--- config.mk ---
export PLATFORM = sky130hd
export DESIGN_NAME = rename_recovery_ctrl
export DESIGN_NICKNAME = d
export VERILOG_FILES = /design/src/rtl/rename_recovery_ctrl.sv
export SDC_FILE = /design/constraint.sdc
export NUM_CORES = 1
export LEC_CHECK = 0
export CORE_ASPECT_RATIO = 1.25
export CORE_UTILIZATION = 46
export DETAILED_ROUTE_END_ITERATION = 10
export HOLD_SLACK_MARGIN = 0.1
export PLACE_DENSITY = 0.89
export SLEW_MARGIN = 20
export SYNTH_ARGS = -nofsm -noshare
export SYNTH_HDL_FRONTEND = slang
export SYNTH_SLANG_ARGS = --single-unit
--- constraint.sdc ---
create_clock -name CLK -period 5.44 [get_ports CLK]
set_input_delay 1.632 -clock CLK [delete_from_list [all_inputs] [get_ports CLK]]
set_output_delay 1.632 -clock CLK [all_outputs]
set_load 0.03 [all_outputs]
--- src/rtl/rename_recovery_ctrl.sv ---
// rename_recovery_ctrl
//   Rebuilds rename state after a pipeline flush. The committed map (RRAT)
//   is copied into the front-end map (FRAT) one entry per cycle, then every
//   physical tag that the RRAT does not hold is returned to the free list in
//   ascending order. Rename and retirement are held for the whole walk.
//   All state updates happen on the falling edge of CLK.
//
// Ports
//   CLK            clock (falling-edge active)
//   RESET          asynchronous active-low reset
//   flush_req      one-cycle flush request; restarts recovery from any state
//   rrat_map       committed map, one TAG_W tag per architectural register
//   frat_wr_en     FRAT write strobe (COPY)
//   frat_wr_arch   FRAT entry index being written
//   frat_wr_tag    tag written into that FRAT entry
//   fl_clear       empty the free list (CLEAR)
//   fl_enq         return fl_enq_tag to the free list (SCAN)
//   fl_enq_tag     tag being returned
//   busy_clear_all clear every busy bit (CLEAR)
//   rename_halt    stall rename; also asserted in the flush cycle itself
//   rrat_hold      block retirement / RRAT updates while recovering
//   recovery_done  one-cycle completion pulse (DONE)
module rename_recovery_ctrl #(
  parameter int NUM_ARCH = 32,
  parameter int NUM_PHYS = 64,
  parameter int TAG_W    = 6,
  parameter int ARCH_W   = $clog2(NUM_ARCH)
) (
  input  logic              CLK,
  input  logic              RESET,
  input  logic              flush_req,
  input  logic [TAG_W-1:0]  rrat_map [NUM_ARCH],
  output logic              frat_wr_en,
  output logic [ARCH_W-1:0] frat_wr_arch,
  output logic [TAG_W-1:0]  frat_wr_tag,
  output logic              fl_clear,
  output logic              fl_enq,
  output logic [TAG_W-1:0]  fl_enq_tag,
  output logic              busy_clear_all,
  output logic              rename_halt,
  output logic              rrat_hold,
  output logic              recovery_done
);

  localparam int IDX_W = TAG_W + 1;
  localparam logic [IDX_W-1:0] LAST_ARCH = IDX_W'(NUM_ARCH - 1);
  localparam logic [IDX_W-1:0] LAST_PHYS = IDX_W'(NUM_PHYS - 1);

  typedef enum logic [2:0] {
    IDLE,
    CLEAR,
    COPY,
    SCAN,
    DONE
  } state_t;

  state_t           state, state_next;
  logic [IDX_W-1:0] idx, idx_next;
  logic             tag_in_rrat;

  // State register
  always_ff @(negedge CLK or negedge RESET) begin
    if (!RESET) begin
      state     <= IDLE;
      idx       <= '0;
      rrat_hold <= 1'b0;
    end else begin
      state     <= state_next;
      idx       <= idx_next;
      rrat_hold <= (state_next != IDLE);
    end
  end

  // Does the current scan tag appear anywhere in the committed map?
  // Duplicate map entries still produce a single hit, so a tag is
  // never enqueued twice.
  always_comb begin
    tag_in_rrat = 1'b0;
    for (int unsigned i = 0; i < NUM_ARCH; i++) begin
      if (rrat_map[i] == idx[TAG_W-1:0]) tag_in_rrat = 1'b1;
    end
  end

  // Next-state / counter
  always_comb begin
    state_next = state;
    idx_next   = idx;
    unique case (state)
      IDLE: ;
      CLEAR: begin
        state_next = COPY;
        idx_next   = '0;
      end
      COPY: begin
        if (idx == LAST_ARCH) begin
          state_next = SCAN;
          idx_next   = '0;
        end else begin
          idx_next = idx + IDX_W'(1);
        end
      end
      SCAN: begin
        if (idx == LAST_PHYS) begin
          state_next = DONE;
          idx_next   = '0;
        end else begin
          idx_next = idx + IDX_W'(1);
        end
      end
      DONE: state_next = IDLE;
      default: begin
        state_next = IDLE;
        idx_next   = '0;
      end
    endcase
    // A flush from any state restarts at CLEAR so no partial walk survives.
    if (flush_req) begin
      state_next = CLEAR;
      idx_next   = '0;
    end
  end

  // Moore datapath outputs
  always_comb begin
    frat_wr_en     = 1'b0;
    frat_wr_arch   = '0;
    frat_wr_tag    = '0;
    fl_clear       = 1'b0;
    fl_enq         = 1'b0;
    fl_enq_tag     = '0;
    busy_clear_all = 1'b0;
    recovery_done  = 1'b0;
    unique case (state)
      CLEAR: begin
        fl_clear       = 1'b1;
        busy_clear_all = 1'b1;
      end
      COPY: begin
        frat_wr_en   = 1'b1;
        frat_wr_arch = idx[ARCH_W-1:0];
        frat_wr_tag  = rrat_map[idx[ARCH_W-1:0]];
      end
      SCAN: begin
        fl_enq     = ~tag_in_rrat;
        fl_enq_tag = idx[TAG_W-1:0];
      end
      DONE: recovery_done = 1'b1;
      default: ;
    endcase
  end

  // Combinational so rename stalls in the flush cycle; forced low in reset
  // because flush_req is not itself reset.
  assign rename_halt = RESET & (flush_req | (state != IDLE));

endmodule

* Yosys cells after proc, flatten, opt, wreduce, memory -nomap -nowiden
Cells that the tools add are included.
** Storage, ports and cells
- Register bits :: 11
- Bits in latches :: 0
- RAM bits :: 0
- Memory bits (read-only) :: 0
- Output and inout bits :: 24
- Word-level logic and storage cells :: 102
- Memories kept :: 0
** Cells by class
- Add/sub/neg operators :: 1
- Multiply operators :: 0
- Divide/modulo/power cells :: 0
- Order comparisons :: 1
- Equality and inequality tests :: 39
- Shift-type cells :: 0
- Multiplexer cells :: 50
- Bitwise operators :: 4
- Reduce and logical (&&, ||, !) cells :: 4
** Operators with widths (count)
- == test 6 bit :: 32
- 2-to-1 mux 1 bit :: 36
- binary-select mux 6 bit (select 5 bit) :: 1
- 2-to-1 mux 6 bit :: 4
- 2-to-1 mux 7 bit :: 3
- case mux 7 bit (3 select lines) :: 1
- case mux 3 bit (4 select lines) :: 1
- 2-to-1 mux 3 bit :: 3
- adder 7 x 1 -> 7 bit, second input constant :: 1
- == test 7 x 5 -> 1 bit, second input constant :: 1
- == test 7 x 6 -> 1 bit, second input constant :: 1
- == test 3 x 2 -> 1 bit, second input constant :: 2
- >= comparator 6 bit, second input constant :: 1
- NOT 5 -> 6 bit :: 1
- nonzero test 3 bit :: 2
- 2-to-1 mux 5 bit :: 1
- == test 3 x 1 -> 1 bit, second input constant :: 1
- == test 3 bit, second input constant :: 1
- logical NOT 3 bit :: 1
- != test 2 x 1 -> 1 bit, second input constant :: 1
- OR reduction 2 bit :: 1
- AND 1 bit :: 1
- NOT 1 bit :: 1
- OR 1 bit :: 1

* Logic depth before layout (Yosys ltp)
Gate-level depths: netlist of run 1.
- Word-level depth :: 35
- Depth in mapped cells :: 10

==> results of run 1 <==
## cell usage in the layout (no fill, tap or decap), types with 3 or more instances in the layout
cell	count
nor4_2	4
and2_4	6
mux4_2	45
mux4_1	4
mux2i_1	17
clkbuf_16	3
nand2_1	7
nor4_1	10
o21ai_0	6
a21oi_1	3
buf_12	15
nand4_1	29
nor3_1	23
a22oi_1	9
dfrtn_1	11
buf_8	4
xnor2_1	113
buf_6	36
mux2i_2	5
buf_4	86
and3_4	9
nor3_2	3
nor2_1	10
nor2b_1	3
xor2_1	81
clkdlybuf4s50_1	193
nand3_1	6
a22oi_2	3
buf_16	4
## per-layer routing
| metal | track usage (%) | vias up | part of all wire, % |
|---|---|---|---|
| met5 | 0 | - | 0 |
| met4 | 21.3 | 0 | 5.7 |
| met3 | 6.53 | 106 | 9.1 |
| met2 | 71.6 | 438 | 51 |
| met1 | 44.3 | 2680 | 34 |
| li1 | - | 2354 | - |
## sequential cells by signal, indices dropped and copies added (netlist names)
name and cells:
idx 7, rrat_hold 1, state 3
## cell families (layout without fill, tap and decap cells)
| group | after synthesis | count (layout) | synth area share (%) |
|---|---|---|---|
| and+or+nand+nor | 120 | 120 | 14.7 |
| buffers and inverters | 48 | 345 | 7.35 |
| AOI/OAI and AO/OA | 31 | 31 | 4.67 |
| muxes | 73 | 73 | 30.2 |
| DFF | 11 | 11 | 5.97 |
| xor gates and xnor gates | 194 | 194 | 36.8 |
| adders and majority gates | 1 | 1 | 0.271 |
## cell type report
cell class | count | share of cell area, %
Multi-Input combinational cell | 419 | 50.9
Timing Repair Buffer | 340 | 42.8
Tap cell | 126 | 1.93
Clock buffer | 4 | 0.965
Inverter | 1 | 0.0460
Sequential cell | 11 | 3.37
## power groups by stage
stage | Combinational, W | Clock, W | Sequential [W]
4_1_cts | 0.000552 | 0.000136 | 0.0000871
3_5_place_dp | 0.000500 | 0 | 0.0000883
5_1_grt | 0.000609 | 0.000141 | 0.0000873
2_1_floorplan | 0.000250 | 0 | 0.0000890
6_report | 0.000586 | 0.000138 | 0.0000872
3_3_place_gp | 0.000492 | 0 | 0.0000881
## critical path, cell delays in order, from the launching register on
cell and delay [ns]:
dfrtn_1 0.45, buf_6 0.13, buf_12 0.09, buf_12 0.11, bufbuf_16 0.29, mux4_2 0.50, mux2i_1 0.15, a22oi_1 0.10
and3_2 0.25, buf_4 0.16
## synth_stat cells, types with 3 or more instances
master / number / share of area [%]
o21ai_0: 6 / 0.65
a22oi_1: 12 / 2.0
dfrtn_1: 11 / 6.0
nand4_1: 29 / 3.9
xnor2_1: 113 / 21
buf_4: 10 / 1.6
nor2_1: 12 / 0.98
mux2i_1: 22 / 4.8
and3_1: 11 / 1.5
buf_2: 22 / 2.4
clkbuf_1: 7 / 0.57
and2_1: 7 / 0.95
mux4_1: 13 / 7.4
buf_12: 3 / 1.3
a21oi_1: 3 / 0.33
nor3_1: 26 / 2.8
nand3_1: 6 / 0.65
xor2_1: 81 / 15
buf_6: 3 / 0.73
nor4_1: 13 / 1.8
nor2b_1: 4 / 0.54
nand2_1: 7 / 0.57
mux4_2: 36 / 18
## through the flow
step | total power [W] | instance area (um2)
finish | 0.000811 | 8170
global route | 0.000838 | 8170
CTS | 0.000776 | 8000
detailed placement | 0.000588 | 7410
global placement | 0.000581 | 7410
floorplan | 0.000339 | 4760
## path summary, 6_finish.rpt
check / endpoint / slack (ns) / cells after the start / startpoint
max in group asynchronous: idx[6] / 0.66 / 1 / RESET
worst min register to register: idx[6] / 0.60 / 2 / idx[6]
min in group asynchronous: idx[3] / 4.35 / 1 / RESET
worst min-delay path: idx[6] / 0.60 / 2 / idx[6]
worst max-delay path: frat_wr_tag[1] / -1.42 / 9 / idx[0]
worst max register to register: idx[3] / 3.26 / 10 / idx[0]
## timing repair
| action | CTS | global route |
|---|---|---|
| pin swaps | 16 | 19 |
| setup buffers | 23 | 17 |
| setup endpoints to repair | 23 | 24 |
| gates cloned | 4 | 0 |
| resized for setup | 70 | 31 |
==> metrics.txt, run 1 <==
Synthesized Nets 674; CTS sink count 11; Syn. warnings 0; largest net degree at the start of global routing 21; TritonRoute pass-1 iters 6; Yosys cell types 38; Final Hold Vio Count 0; Fill cells 529; row cnt 40; number of flops mapped to enable cells by yosys 0; total CTS buffers 3; main flop type after synthesis dfrtn_1; Syn Inst Count 478; Fin Hold WS 0.600 ns; WP data required 3.81 ns; Layout area overhead 77.0%; Die Y 114 um; Switch Pwr 0.000277 W; Seq cells post-synth 11; final slew viol count 0; Vias 5,578; antenna-violating nets left 0; DIE AREA 0.0104 mm2; Avg Inst Size Synth 9.65 um2; core area 0.00966 mm2; async set or reset register ratio after synthesis 100%; Initial Utilization 47.8%; clk slew on worst S/H paths 0.04 ns; DR vias/cell 6.19; Remaining DRCs 0; violations in the final reports negative setup slack; pre-CTS WS -1.34 ns; MaxCap Viol Count 0; TritonCTS clock tree done; clk root buf clkbuf_16; vias in the first global route 5,915; layout net count 972; Overall Global Routing Usage 39.6%; dpl cells 856; Internal 0.000534 W; DRT iter0 DRCs 494; # setup viols final 23; cts-stage hold buffer count 0; global route total overflow 0; first-pass GRT wire length 31.7 mm; Multi-input gate area 0.00415 mm2; Max transition margin 59.1%; post-DP HPWL 16.1 mm; Worst Setup Slack, final -1.42 ns; Logic pwr share 72.3%; final wirelength 21.6 mm; DIE WIDTH 91.6 um; CTS H-tree lvls 1; clk_skew 0.00325 ns; CP endpoint kind output pin; fraction of the yosys area taken by sequential cells 5.97%; Post-Layout Cell Count 901; RSZ-0062 raised after global routing true; antenna violations before repair 0; port buffer count 218; Setup TNS -14.87 ns; boundary pin count 219; slew of the pin with the lowest slew margin 0.611 ns; Clk pwr share 17.0%; routed len/inst 24.0 um; critical-path maximum fanout 11; share of layout cells above drive strength 1 30.5%; sequential power share 10.7%; P_leak 3.13 nW; FF+latch area 275 um2; PwrDens 99.3 mW/mm2; outcome complete, but fails checks; Hold Crit Class reg2reg; CP Class reg2out; Worst VDD drop 0.177 mV; CP startpoint kind flop; Switching Fraction 34.2%; # diodes 0; crit path DAT 5.23 ns; Longest Clk Path Bufs 2; final core occ 84.5%; Placer Congestion 1.01; Netlist Area Pre-Place 0.00461 mm2; Clk Latency, worst-skew pair 0.28 ns
Power figures use the tool's default switching activity.
==> run 2: changes to the inputs <==
SLEW_MARGIN = not set   (was 20)
==> results of run 2 <==
The final DEF is identical to that of run 1; final timing and power are the same.
